**config.mk**
```make
export PLATFORM = sky130hd
export DESIGN_NAME = ahb_bram_ctrl
export DESIGN_NICKNAME = d
export VERILOG_FILES = /design/src/rtl/ahb_bram_pkg.sv /design/src/rtl/ahb_bram_strb.sv /design/src/rtl/ahb_bram_ctrl.sv
export SDC_FILE = /design/constraint.sdc
export NUM_CORES = 1
export LEC_CHECK = 0
export BUFFER_PORTS_ARGS = -buffer_cell sky130_fd_sc_hd__buf_4
export CAP_MARGIN = 25
export CELL_PAD_IN_SITES_DETAIL_PLACEMENT = 0
export CELL_PAD_IN_SITES_GLOBAL_PLACEMENT = 2
export CORE_MARGIN = 2
export CORE_UTILIZATION = 17
export CTS_CLUSTER_DIAMETER = 30
export DETAILED_ROUTE_END_ITERATION = 16
export PLACE_DENSITY = 0.87
export SETUP_SLACK_MARGIN = 0.15
export SLEW_MARGIN = 20
export SYNTH_ARGS = -nofsm -noshare
export SYNTH_HDL_FRONTEND = slang
export SYNTH_SLANG_ARGS = --single-unit
export TNS_END_PERCENT = 10
```
**constraint.sdc**
```tcl
create_clock -name HCLK -period 1.65 [get_ports HCLK]
set_input_delay 0.165 -clock HCLK [delete_from_list [all_inputs] [get_ports HCLK]]
set_output_delay 0.165 -clock HCLK [all_outputs]
set_load 0.01 [all_outputs]
```
**src/rtl/ahb_bram_pkg.sv**
```systemverilog
// rtl/ahb_bram_pkg.sv - shared AHB encodings and controller state for the BRAM slave
package ahb_bram_pkg;

  typedef enum logic [1:0] {
    HTRANS_IDLE   = 2'b00,
    HTRANS_BUSY   = 2'b01,
    HTRANS_NONSEQ = 2'b10,
    HTRANS_SEQ    = 2'b11
  } htrans_t;

  typedef enum logic [2:0] {
    HSIZE_BYTE = 3'd0,
    HSIZE_HALF = 3'd1,
    HSIZE_WORD = 3'd2
  } hsize_t;

  typedef enum logic [2:0] {
    ST_IDLE,
    ST_WR,
    ST_RD,
    ST_RD_STALL,
    ST_ERR1,
    ST_ERR2
  } state_t;

  function automatic logic htrans_active(input logic [1:0] htrans);
    return (htrans == HTRANS_NONSEQ) || (htrans == HTRANS_SEQ);
  endfunction

endpackage

```
**src/rtl/ahb_bram_strb.sv**
```systemverilog
// rtl/ahb_bram_strb.sv - HSIZE/HADDR[1:0] to byte-lane strobe decoder with misalignment flag
module ahb_bram_strb
  import ahb_bram_pkg::*;
(
  input  logic [2:0] size,
  input  logic [1:0] addr_lo,
  output logic [3:0] strb,
  output logic       misaligned
);

  // Anything wider than a word still writes all four lanes; it is only flagged.
  always_comb begin
    strb       = 4'b1111;
    misaligned = 1'b0;
    case (size)
      HSIZE_BYTE: strb = 4'b0001 << addr_lo;
      HSIZE_HALF: begin
        strb       = addr_lo[1] ? 4'b1100 : 4'b0011;
        misaligned = addr_lo[0];
      end
      HSIZE_WORD: misaligned = (addr_lo != 2'b00);
      default:    misaligned = 1'b1;
    endcase
  end

endmodule

```
**src/rtl/ahb_bram_ctrl.sv**
```systemverilog
// rtl/ahb_bram_ctrl.sv - AHB-Lite slave sequencing a 1-cycle-latency byte-lane BRAM
// Optional: define AHB_BRAM_ERR_EN to answer misaligned/oversized accesses with a two-cycle ERROR.
module ahb_bram_ctrl
  import ahb_bram_pkg::*;
#(
  parameter int AW = 12
) (
  input  logic          HCLK,
  input  logic          HRESETn,
  input  logic          HSEL,
  input  logic [31:0]   HADDR,
  input  logic [1:0]    HTRANS,
  input  logic          HWRITE,
  input  logic [2:0]    HSIZE,
  input  logic [31:0]   HWDATA,
  input  logic          HREADY,
  output logic          HREADYOUT,
  output logic          HRESP,
  output logic [31:0]   HRDATA,
  output logic          ram_cs,
  output logic [3:0]    ram_we,
  output logic [AW-1:0] ram_addr,
  output logic [31:0]   ram_wdata,
  input  logic [31:0]   ram_rdata
);

  state_t        state, state_nxt;
  logic [AW-1:0] wr_addr_q, wr_addr_d;
  logic [AW-1:0] rd_addr_q, rd_addr_d;
  logic [3:0]    wr_strb_q, wr_strb_d;
  logic [3:0]    strb;
  logic          misaligned;
  logic          accept;
  logic          err_acc;
  logic          cs_int;
  logic [3:0]    we_int;
  logic          resp_int;

  ahb_bram_strb u_strb (
    .size       (HSIZE),
    .addr_lo    (HADDR[1:0]),
    .strb       (strb),
    .misaligned (misaligned)
  );

  assign accept = HSEL & HREADY & htrans_active(HTRANS);

`ifdef AHB_BRAM_ERR_EN
  logic unused_bits;
  assign unused_bits = ^HADDR[31:AW+2];
  assign err_acc     = misaligned;
  assign HRESP       = resp_int;
`else
  logic unused_bits;
  assign unused_bits = ^{HADDR[31:AW+2], misaligned, resp_int};
  assign err_acc     = 1'b0;
  assign HRESP       = 1'b0;
`endif

  always_ff @(posedge HCLK or negedge HRESETn) begin
    if (!HRESETn) begin
      state     <= ST_IDLE;
      wr_addr_q <= '0;
      rd_addr_q <= '0;
      wr_strb_q <= '0;
    end else begin
      state     <= state_nxt;
      wr_addr_q <= wr_addr_d;
      rd_addr_q <= rd_addr_d;
      wr_strb_q <= wr_strb_d;
    end
  end

  always_comb begin
    state_nxt = ST_IDLE;
    wr_addr_d = wr_addr_q;
    rd_addr_d = rd_addr_q;
    wr_strb_d = wr_strb_q;
    cs_int    = 1'b0;
    we_int    = 4'b0000;
    ram_addr  = HADDR[AW+1:2];
    HREADYOUT = 1'b1;
    resp_int  = 1'b0;

    case (state)
      ST_WR: begin
        cs_int   = 1'b1;
        we_int   = wr_strb_q;
        ram_addr = wr_addr_q;
      end
      ST_RD_STALL: begin
        cs_int    = 1'b1;
        ram_addr  = rd_addr_q;
        HREADYOUT = 1'b0;
      end
      ST_ERR1: begin
        HREADYOUT = 1'b0;
        resp_int  = 1'b1;
      end
      ST_ERR2: resp_int = 1'b1;
      default: ;
    endcase

    // A read landing on a write data phase must wait: the port is busy with the write.
    if (state == ST_RD_STALL) begin
      state_nxt = ST_RD;
    end else if (state == ST_ERR1) begin
      state_nxt = ST_ERR2;
    end else if (accept) begin
      if (err_acc) begin
        state_nxt = ST_ERR1;
      end else if (HWRITE) begin
        wr_addr_d = HADDR[AW+1:2];
        wr_strb_d = strb;
        state_nxt = ST_WR;
      end else if (state == ST_WR) begin
        rd_addr_d = HADDR[AW+1:2];
        state_nxt = ST_RD_STALL;
      end else begin
        cs_int    = 1'b1;
        ram_addr  = HADDR[AW+1:2];
        state_nxt = ST_RD;
      end
    end
  end

  assign ram_cs    = cs_int & HRESETn;
  assign ram_we    = we_int & {4{HRESETn}};
  assign ram_wdata = HWDATA;
  assign HRDATA    = ram_rdata;

endmodule

```
==> impl_metrics.env <==
export IMPL_row_count=40
export IMPL_ir_drop_mv=0.445
export IMPL_ys_seq_area_share_pct=37.7
export IMPL_yosysWarnings=0
export IMPL_synth_cells=199
export IMPL_drt_wl_total_um=4330
export IMPL_clk_pin_slew_ns=0.05
export IMPL_p_int_w=0.00174
export IMPL_setup_ws_ns=0.0270
export IMPL_slowest_delay_ns=0.44
export IMPL_clockBufferDepth=2
export IMPL_synth_cell_types=25
export IMPL_combPwrFrac_pct=15.9
export IMPL_post_dp_hpwl_um=3040
export IMPL_cts_tree="yes"
export IMPL_leakage_nw=1.07
export IMPL_cts_sinks=31
export IMPL_drive_above_1_share_pct=52.4
export IMPL_drt_first_pass_iters=6
export IMPL_synth_edff_count=0
export IMPL_maxSlewViolCount=0
export IMPL_path_cells="buf_4, and3b_2, nor3_4, buf_12, mux2_2"
export IMPL_place_inst=323
export IMPL_drt_vias_per_instance=3.74
export IMPL_r2r_cells=5
export IMPL_place_ws_ns=0.0940
export IMPL_p_total_w=0.00224
export IMPL_placed_area_sq_mm=0.00208
export IMPL_synthDominantCellAreaShare_pct=37.7
export IMPL_place_congestion=0.670
export IMPL_synth_common_cells="buf_4 (65), dfrtp_1 (31), mux2_2 (28)"
export IMPL_io_pins=189
export IMPL_sequentialPowerShare_pct=41.7
export IMPL_end_kind="flop"
export IMPL_core_area_sq_mm=0.0119
export IMPL_synth_fp_nets=305
export IMPL_antennaDiodeCount=0
export IMPL_yosysTopAreaCell="dfrtp_1"
export IMPL_hp_class="in2reg"
export IMPL_wl_per_cell_um=12.9
export IMPL_antenna_found_initial=0
export IMPL_grt_max_degree=32
export IMPL_instances_no_fill=336
export IMPL_dieWidth_um=114
export IMPL_detail_route_iter0_violations=38
export IMPL_min_period_ns=1.62
export IMPL_worst_hold_slack_ns=0.145
export IMPL_synth_most_common_cell="buf_4"
export IMPL_maxCapViolCount=0
export IMPL_net_switching_power_w=0.000505
export IMPL_grt_pass1_vias=1262
export IMPL_dieArea_sq_mm=0.0130
export IMPL_grt_setup_unrepaired="true"
export IMPL_cts_buffers=5
export IMPL_area_growth_pct=15.6
export IMPL_swShare_pct=22.5
export IMPL_power_frac_clock_pct=42.3
export IMPL_setup_violations=0
export IMPL_outcome="finished, final reports clean"
export IMPL_hold_viol_final=0
export IMPL_track_usage_pct=6.65
export IMPL_cp_slowest_cell="dfrtp_2"
export IMPL_synth_main_ff_cell="dfrtp_1"
export IMPL_grt_overflow_total=0
export IMPL_grt_pass1_wl_um=6710
export IMPL_htreeDepth=2
export IMPL_crit_path_start_kind="flop"
export IMPL_die_y_um=114
export IMPL_final_area_sq_mm=0.00238
export IMPL_cts_root_buf="clkbuf_16"
export IMPL_synthArstFlopShare_pct=100
export IMPL_nFillCells=1293
export IMPL_cellPowerDensity_mw_per_mm2=943
export IMPL_post_route_drc_count=0
export IMPL_start_util_pct=17.3
export IMPL_fmax_ghz=0.616
export IMPL_vias=1256
export IMPL_syn_area_sq_mm=0.00206
export IMPL_fin_crit_sh_pct=98.4
export IMPL_ys_top_cells_by_area="dfrtp_1 (38%), buf_4 (24%), mux2_2 (15%)"
export IMPL_ant_nets=0
export IMPL_avgSynthCellArea_sq_um=10.3
export IMPL_synth_seq_cells=31
export IMPL_critPathKind="reg2reg"
export IMPL_portBuffers=40
export IMPL_whs_path_depth=2
export IMPL_fin_nets=294
export IMPL_clkLatencyLatePin_ns=0.27
export IMPL_critPathMaxFanout=16
export IMPL_skew_ns=0.00280
export IMPL_critPathRequiredTime_ns=1.80
export IMPL_arrival_ns=1.77
-- power by group through the flow --
stage,Sequential (W),Combinational (W),Clock (W)
floorplan,0.000928,0.000363,0
global placement,0.000938,0.000326,0
detailed placement,0.000946,0.000335,0
CTS,0.000934,0.000350,0.000993
global route,0.000951,0.000401,0.00102
finish,0.000936,0.000358,0.000950
-- worst paths after layout --
path	start	to	slack [ns]
min in group asynchronous	HRESETn	rd_addr_q[10]	0.51
min	HADDR[2]	rd_addr_q[0]	0.14
max in group asynchronous	HRESETn	state[1]	0.82
max reg2reg	state[1]	wr_addr_q[7]	0.03
min reg2reg	wr_strb_q[3]	wr_strb_q[3]	0.50
max	state[1]	wr_addr_q[7]	0.03
-- repair_timing --
action,CTS,global route
cloned,0,0
setup endpoints to repair,45,46
buffers inserted,4,0
pin swaps,4,2
resized for setup,15,13
endpoints found under the hold margin,31,0
hold buffers,1,0
-- cells in the final DEF, fill, tap and decap left out, types with 3 or more instances in the layout --
cell,count
buf_4,46
dfrtp_1,29
mux2_2,19
o21ai_0,13
mux2i_1,12
nand2_1,12
mux2_4,9
o21ai_1,5
clkbuf_16,5
buf_6,5
nor2_1,4
and2_4,3
-- worst max-delay path: cells and delay by family (launching register included) --
kind / cells / cell delay [ns]
flip-flops: 1 / 0.44
multiplexers: 1 / 0.34
buffers and inverters: 2 / 0.34
AND/OR/NAND/NOR: 2 / 0.39
-- stage by stage --
step / TNS (ns) / utilization (%)
CTS: 0 / 19.7
finish: 0 / 20.0
global route: -0.144 / 20.0
global placement: 0 / 17.5
floorplan: 0 / -
detailed placement: 0 / 17.5
-- cell type report --
class	instances	area [sq um]	share of cell area, %
Clock buffer	8	156	6.58
Multi-Input combinational cell	94	801	33.7
Sequential cell	31	778	32.7
Tap cell	147	184	7.73
Timing Repair Buffer	54	452	19.0
Inverter	2	7.51	0.316
-- sequential cells by signal, summed over array words and instances (netlist names) --
register	count
rd_addr_q	12
wr_addr_q	12
wr_strb_q	4
state	3
-- routing by layer --
layer | global-route usage [%] | part of all wire [%] | up-vias
met1 | 8.31 | 43 | 620
met3 | 1.91 | 6.1 | 12
met2 | 10.9 | 49 | 42
met4 | 2.44 | 1.5 | 0
li1 | - | - | 582
met5 | 0 | 0 | -
-- cells by family (layout without fill, tap and decap cells) --
family / Yosys count / in the layout / synth area share, %
AO/OA/AOI/OAI: 22 / 22 / 5.78
AND/OR/NAND/NOR: 31 / 31 / 8.33
other: 1 / 1 / 0.182
flip-flops: 31 / 31 / 37.7
multiplexers: 40 / 40 / 21.2
buffers and inverters: 74 / 64 / 26.9
No activity file was read; power rests on OpenSTA's default activity.
